`src/rtl/minutes_hours_counter.sv`:
```
// Minutes/hours stage of the 24-hour clock: counts accepted minute ticks,
// emits hour/day carry pulses, and lets SET mode step each field directly.
module minutes_hours_counter #(
    parameter int MIN_MAX = 59,
    parameter int HR_MAX  = 23
) (
    input  logic       clk_1Hz,
    input  logic       rst,
    input  logic       tick,
    input  logic       set_mode,
    input  logic       inc_min,
    input  logic       inc_hr,
    output logic [5:0] minutes,
    output logic [4:0] hours,
    output logic       hour_tick,
    output logic       day_tick
);

    localparam logic [5:0] MinLast = MIN_MAX[5:0];
    localparam logic [4:0] HrLast  = HR_MAX[4:0];

    logic [5:0] min_q, min_d;
    logic [4:0] hr_q, hr_d;
    logic       hour_tick_q, hour_tick_d;
    logic       day_tick_q, day_tick_d;

    logic       min_wrap;
    logic       hr_wrap;
    logic [5:0] min_inc;
    logic [4:0] hr_inc;

    // Any value at or above the limit wraps, so stray states self-heal.
    assign min_wrap = (min_q >= MinLast);
    assign hr_wrap  = (hr_q >= HrLast);
    assign min_inc  = min_wrap ? 6'd0 : min_q + 6'd1;
    assign hr_inc   = hr_wrap ? 5'd0 : hr_q + 5'd1;

    always_comb begin
        min_d       = min_q;
        hr_d        = hr_q;
        hour_tick_d = 1'b0;
        day_tick_d  = 1'b0;
        if (set_mode) begin
            // Fields step independently; a tick arriving here is dropped.
            if (inc_min) begin
                min_d = min_inc;
            end
            if (inc_hr) begin
                hr_d = hr_inc;
            end
        end else if (tick) begin
            min_d = min_inc;
            if (min_wrap) begin
                hour_tick_d = 1'b1;
                hr_d        = hr_inc;
                day_tick_d  = hr_wrap;
            end
        end
    end

    always_ff @(posedge clk_1Hz or posedge rst) begin
        if (rst) begin
            min_q       <= 6'd0;
            hr_q        <= 5'd0;
            hour_tick_q <= 1'b0;
            day_tick_q  <= 1'b0;
        end else begin
            min_q       <= min_d;
            hr_q        <= hr_d;
            hour_tick_q <= hour_tick_d;
            day_tick_q  <= day_tick_d;
        end
    end

    assign minutes   = min_q;
    assign hours     = hr_q;
    assign hour_tick = hour_tick_q;
    assign day_tick  = day_tick_q;

endmodule

```
`config.mk`:
```
export PLATFORM = sky130hd
export DESIGN_NAME = minutes_hours_counter
export DESIGN_NICKNAME = d
export VERILOG_FILES = /design/src/rtl/minutes_hours_counter.sv
export SDC_FILE = /design/constraint.sdc
export NUM_CORES = 1
export LEC_CHECK = 0
export ABC_AREA = 1
export CELL_PAD_IN_SITES_DETAIL_PLACEMENT = 1
export CELL_PAD_IN_SITES_GLOBAL_PLACEMENT = 1
export CORE_ASPECT_RATIO = 1.4
export CORE_MARGIN = 4
export CORE_UTILIZATION = 36
export DETAILED_ROUTE_END_ITERATION = 8
export GPL_TIMING_DRIVEN = 0
export PLACE_DENSITY_LB_ADDON = 0.1
export SYNTH_ARGS = -nofsm -noshare
export SYNTH_HDL_FRONTEND = slang
export SYNTH_SLANG_ARGS = --single-unit
```
`constraint.sdc`:
```
create_clock -name clk_1Hz -period 1.6 [get_ports clk_1Hz]
set_input_delay 0.32 -clock clk_1Hz [delete_from_list [all_inputs] [get_ports clk_1Hz]]
set_output_delay 0.32 -clock clk_1Hz [all_outputs]
set_load 0.02 [all_outputs]
```
======== Yosys cells after proc, flatten, opt, wreduce, memory -nomap -nowiden ========
Index checks and enable logic that the tools add are counted.
operators by class
  multiplexer cells ....................... 15
  add/sub/neg operators ................... 2
  equal/unequal tests ..................... 2
  magnitude comparators ................... 2
  reductions and logical operators ........ 4
operators with widths
  kind                                           number
  2-to-1 mux 5 bit                               5
  2-to-1 mux 6 bit                               4
  adder 6 x 1 -> 6 bit, second input constant    1
  >= comparator 6 bit, second input constant     1
  2-to-1 mux 1 bit                               6
  adder 5 x 1 -> 5 bit, second input constant    1
  >= comparator 5 bit, second input constant     1
  != test 2 x 1 -> 1 bit, second input constant  2
  nonzero test 2 bit                             2
  AND reduction 3 bit                            1
  AND reduction 2 bit                            1
storage, ports and cells
  word-level logic and storage cells ...... 29
  output and inout bits ................... 13
  flip-flop bits (word level) ............. 13

======== Depth between registers and ports, before layout ========
  depth after elaboration ................. 5
  mapped depth ............................ 7

======== Least setup slack after synthesis ========
Ideal clock, no wire load.
  path type ............................... register -> register
  start ................................... register hr_q[0] (netlist: hours[0])
  end ..................................... register hr_q[0] (netlist: hours[0])
  arrival ................................. 1111 ps
  slack ................................... 371 ps
  library setup time ...................... 118 ps
  stages on the path, launching flop included .. 7
  data required time ...................... 1482 ps
  clock period less this slack ............ 1229 ps
  path through ............................ dfrtp_1 -> ha_1 -> nand2_1 -> nand3_1 -> nand2_2 -> nand3_1 -> nand2_1
between the ends
  word-level cells in the longest chain between the ends .. 5
  elaborated cells on any way between the ends .. 7
RTL lines
  element                                                             line    text
  start: declaration                                                  23      logic [4:0] hr_q, hr_d;
  start signal: assignment                                            69      hr_q <= hr_d;
  adder 5 x 1 -> 5 bit / >= comparator 5 bit (equally long branches)  36, 34
  2-to-1 mux 5 bit *                                                  36      assign hr_inc = hr_wrap ? 5'd0 : hr_q + 5'd1;
  2-to-1 mux 5 bit                                                    53      if (min_wrap) begin
  2-to-1 mux 5 bit                                                    51      end else if (tick) begin
  2-to-1 mux 5 bit *                                                  43      if (set_mode) begin
Mark *: on every way between the ends. The rest lies on a longest branch, timed or not. The select of a mux whose other input is x is not followed.
A chain may end at the register's enable or synchronous reset.

======== Worst setup path in the final report ========
  start ................................... register hr_q[2] (netlist: hours[2])
  end ..................................... output hours[2]
RTL lines
  element           line  text
  end: declaration  14    output logic [4:0] hours,
No word-level cell between the ends.

==> key figures <==
Outcome
  • Status: finished, final reports clean

Setup path
  • Crit path buffers/inverters: 1
  • Worst Path Max Fanout: 2
  • Slowest stage delay, CP: 610 ps
  • R2r worst-path depth: 6
  • Critical-path top delay cell: clkdlybuf4s50_1
  • CP Capture Type: output port
  • Crit start category: flop
  • Critical path type: reg2out
  • CP Data Arrival Time: between 1000 and 1500 ps
  • Cell breakdown of the critical path: clkdlybuf4s50_1
  • Crit-path leading delay family: buffers and inverters
  • Worst r2r dst: hours[1]
  • CP required: 1280 ps
  • Reg2reg start: hours[0]
  • Register-to-register setup slack: 330 ps

Synthesis
  • Ranking of synthesized cells by area: dfrtp_1, nand3_1, nand2_1, inv_1, ha_1
  • Mux cell area share after synthesis: 0
  • Syn_area_per_cell: approximately 8 sq um
  • Register area share after synthesis: 0.4475
  • Unique masters post-synth: 20
  • Yosys top cell area share: 0.4475
  • Commonest cells post-synth: nand2_1, nand3_1, dfrtp_1, inv_1, nor2_1
  • Main combinational cell family by area after synthesis: simple AND/OR/NAND/NOR gates
  • Ys async rst share: 1.000
  • Netlist Area Pre-Place: between 700 and 800 sq um
  • Synth Area in Compound Gates: 0.05164
  • Mapped Cells: 91
  • Synth Area in XOR/XNOR: 0.01205
  • Warnings from Yosys: 0
  • Yosys reg bits: 13
  • EDFF count, synth: 0
  • Most common flop cell mapped by yosys: dfrtp_1
  • Yosys top cell by area: dfrtp_1
  • Net Count, Synth: a little under 100
  • Adder-Cell Fraction of Synth Area: 0.03442
  • Simple-Gate Fraction of Synth Area: 0.3649

GRT
  • Largest net degree at the start of global routing: 14
  • Antenna violations before repair: 0
  • Vias in the first global route: between 600 and 700
  • Total GRT Usage: 0.1407
  • Total gr overflow: 0
  • Global-route wire length before repair: 2794 um

Timing
  • Fmax: 0.6478 GHz
  • Final Hold Fails: 0
  • Setup TNS Final: 0 ps
  • Pins over their slew limit: 0
  • Post-route clock period utilization: 0.9648
  • RSZ-0062 raised after global routing: no
  • Layout Skew: 0.9522 ps
  • Final setup viols: 0
  • Minimum clock period: 1544 ps
  • Transition time at the pin with the least slew margin: 518.1 ps
  • Worst rel slew slack: 0.6542

Run
  • MaxCap Viol Count: 0

Finish
  • Fillers: 249
  • Register area: 325.3 sq um
  • Final nets: about 120
  • Share of cells above drive strength 1: 0.1062
  • Area Overhead vs Synth: 30.81%
  • Multi-input gate area: between 300 and 400 sq um
  • Utilization after layout: 0.4878
  • Antenna diodes: 0

Die
  • Die height: 61.17 um
  • Starting Density: 0.3729
  • Core Footprint: 1949 sq um
  • DIE AREA: about 2800 sq um
  • Die width: ~46 um
  • # rows: 19
  • Boundary Pins: 19

Route
  • Post-DR vias/cell: 5.000
  • DRC viols: 0
  • Routed Antenna Nets: 0
  • DR pass1 iterations: 2
  • Routed vias: 670
  • Drt wl/cell: roughly 13 um
  • First DRT Iteration DRCs: 6
  • Total Wirelength: ~1700 um

Clock tree
  • Worst-Skew Late Latency: 270 ps
  • Clk slew on worst S/H paths: roughly 80 ps
  • CTS sink count: 13
  • CTS tree: built
  • H-Tree Depth: 1
  • Maximum buffer depth of the clock tree: 2
  • Clk root buf: clkbuf_4
  • # Post-CTS Setup Buffers: 0
  • CTS Buf Count: 3

Power
  • Leakage: 0.5124 nW
  • Max IR drop VDD: 0.0006355 V
  • Pwr dens: approximately 1600 nW/um^2

Min path
  • Worst hold path class: in2async

Placed design
  • Dpl hpwl: about 1400 um
  • IO Port Bufs: 18
  • Final GP Congestion: 0.7870
## timing repair
action | CTS | global route
endpoints found under the hold margin | 0 | 0
setup endpoints to repair | 9 | 1
resized for setup | 9 | 1
hold buffers | 0 | 0
## worst max-delay path by stage
stage | from | end | slack [ps] | cells after the start
after detailed placement | set_mode | minutes[3] | -2 | 7
after CTS | minutes[0] | minutes[0] | 20 | 1
after global routing | hours[2] | hours[2] | 9 | 1
after floorplan | hours[0] | hours[0] | 370 | 6
after global placement | tick | minutes[3] | 40 | 7
final | hours[2] | hours[2] | 60 | 1
## per-stage QoR
stage                     instance area (sq um)  total power, mW  std cells  setup WS (ps)  hold WS, ps
after floorplan                           726.9            1.058         91          371.1        197.0
after global placement                    933.4            1.375        130          38.18        550.4
after detailed placement                  933.4            1.408        130         -1.849        567.7
after CTS                                 948.4            1.548        134          15.73        393.6
after global routing                      950.9            1.655        134          8.525        423.6
final                                     950.9            1.515        134          56.34        381.3
## power by group
| group | switching, mW | internal (mW) | total [mW] |
|---|---|---|---|
| clock | 0.104 | 0.0964 | 0.201 |
| combinational | 0.450 | 0.291 | 0.741 |
| sequential | 0.129 | 0.444 | 0.573 |
## registers in the layout (all words and copies together) (netlist names)
name / count
minutes: 6
hour_tick: 1
hours: 5
day_tick: 1
## cell type report
class	instances	share of cell area
Multi-Input combinational cell	62	0.3539
Clock buffer	4	0.02763
Sequential cell	13	0.3421
Inverter	14	0.05526
Tap cell	21	0.02763
Buffer	2	0.01316
Timing Repair Buffer	18	0.1803
## cell families after synthesis
kind of cell             count (synthesis)
AND/OR/NAND/NOR                         52
buffers and inverters                   16
flip-flops                              13
AO/OA/AOI/OAI                            7
adder cells (fa/ha/maj)                  2
XOR/XNOR                                 1
## layer usage
metal / track usage / wire length (um) / share of wire / up-vias
met5: 0 / 0 / 0 / -
met2: 0.2618 / 942 / 0.55 / 12
met3: 0.02047 / 81 / 0.047 / 2
met1: 0.1410 / 673 / 0.39 / 318
li1: - / - / - / 338
met4: 0.08537 / 19 / 0.011 / 0
## placed cells by master (no fill, tap or decap)
master	netlist	routed
a21boi_0	1	1
a21oi_1	2	2
buf_2	1	1
buf_4	1	1
clkbuf_1	0	1
clkbuf_4	0	3
clkdlybuf4s50_1	0	8
dfrtp_1	13	13
dlygate4sd2_1	0	9
dlymetal6s2s_1	0	1
ha_1	2	2
inv_1	13	13
inv_2	1	1
nand2_1	18	18
nand2_2	3	3
nand2_4	1	1
nand3_1	18	18
nand3_4	1	1
nand3b_1	1	1
nand4_1	3	3
nor2_1	6	6
nor2_4	1	1
o21ai_0	3	3
o21ai_1	1	1
xor2_1	1	1
Note: power is estimated with default switching activity, not from simulation.
==> variant: new RTL, same settings <==
`hr_q` no longer has a reset.
--- a/src/rtl/minutes_hours_counter.sv
+++ b/src/rtl/minutes_hours_counter.sv
@@ -63,3 +63,2 @@
             min_q       <= 6'd0;
-            hr_q        <= 5'd0;
             hour_tick_q <= 1'b0;
@@ -68,3 +67,2 @@
             min_q       <= min_d;
-            hr_q        <= hr_d;
             hour_tick_q <= hour_tick_d;
@@ -72,2 +70,6 @@
         end
+    end
+
+    always_ff @(posedge clk_1Hz) begin
+        hr_q <= hr_d;
     end
Behaviour: not the same (Yosys sat finds a counterexample within 4 cycles, from zero or initial values and one cycle with rst high).
==> variant against the original RTL <==
Wire length fell by 8.9%. Die area decreased by 5.4%. Final area decreased by 5.1%. Utilization increased by 1.9 points. Synthesized area down 6.4%. Clock skew rose by 1.8 ps. Worst hold slack lost 78 ps. Power is 20% lower. First-iteration DRC count fell by 17%. Clock power grew 3%. Sequential cell count did not move. Worst setup slack improved by 16 ps. Via count decreased by 10%. Cell count fell by 8.2%.
==> variant: results (changes against the original RTL) <==
| Metric | Value |
|---|---|
| Comb_multi_in | 54 (-13%) |
| Status | complete, no violations |
| Reg-to-Reg End | hours[4] |
| Most frequent cells after synthesis | nand2_1 (18), inv_1 (13), nor2_1 (9), dfrtp_1 (8), nand3_1 (8) |
| FF-to-FF setup slack | 160 ps (-170 ps) |
| Post-cts sizing count | 10 (+1) |
| Top cells by area, synth | dfrtp_1 (29%), edfxtp_1 (22%), nand2_1 (9.9%) |
| Clk tree area frac | 0.02913 (+0.001495) |
| Internal Power | 0.7129 mW (-14%) |
| Mean Syn Cell Area | 8.403 um^2 (+5.2%) |
| Critical Path Start | hour_tick |
| Final wirelength | 1564 um (-8.9%) |
| Data buffer area share | 0.1886 (-0.004794) |
| Layout cells sized above 1 | 0.1262 (+0.02002) |
| Worst reg2reg path depth | 5 (-1) |
| CP endpoint | hour_tick |
| Multi-input combinational area share | 0.3079 (-0.04604) |
| Post-synthesis sequential area ratio | 0.5147 (+0.06720) |
| FF+latch area | 350.3 um^2 (+7.7%) |
| Max_slew headroom | 0.7653 (+0.1111) |
| Non-clock buffer count | 18 (-10%) |
| EDFF count, synth | 5 (+5) |
| Post-Route Skew | 2.715 ps (+1.763 ps) |
| 1st-iter DRT viols | 5 (-1) |
| Finished Layout Cells | 123 (-8.2%) |
[variant: cell types whose count changed in the layout (fill, tap and decap cells not counted), sizes merged, moves of 2 or more]
cell,unedited run,this run
nor2,7,13
buf,2,0
a21oi,2,4
dfrtp,13,8
edfxtp,0,5
nand4,3,0
nand3,19,8
[variant: worst min path at each step]
stage               start          to  slack, ps  cells past startpoint
3_5_place_dp   minutes[1]  minutes[1]        550                      2
4_1_cts               rst   hour_tick        320                      2
2_1_floorplan         rst    day_tick        140                      1
6_report              rst  minutes[1]        300                      2
5_1_grt               rst  minutes[4]        330                      2
3_3_place_gp   minutes[1]  minutes[1]        520                      2
[variant: per-layer routing]
| layer | part of all wire | GRT usage |
|---|---|---|
| met5 | 0 | 0 |
| met4 | 0.018 | 0.05172 |
| met3 | 0.037 | 0.01824 |
| met2 | 0.58 | 0.2649 |
| met1 | 0.37 | 0.1540 |
[variant: logic make-up (layout without fill, tap and decap cells)]
family                   count (synthesis)  in the layout  synth area share
AND/OR/NAND/NOR                         43             43            0.2960
buffers and inverters                   14             36           0.07721
flip-flops                              13             13            0.5147
AO/OA/AOI/OAI                            9              9           0.07535
adder cells (fa/ha/maj)                  2              2           0.03676
[variant: stage by stage]
step                      setup slack [ps]  utilization  power (mW)  area (um^2)
after floorplan                      203.2            -      0.8363        680.7
after global placement               39.79       0.4979       1.059        885.9
after detailed placement             13.54       0.4979       1.084        885.9
after CTS                            4.861       0.5056       1.235        899.6
after global routing                 23.16       0.5070       1.325        902.1
final                                71.91       0.5070       1.218        902.1
[variant: power groups by stage]
stage,Sequential [mW],Clock (mW),Combinational [mW]
5_1_grt,0.535,0.230,0.561
2_1_floorplan,0.610,0,0.226
3_5_place_dp,0.527,0,0.557
6_report,0.515,0.208,0.496
3_3_place_gp,0.522,0,0.537
4_1_cts,0.517,0.212,0.506
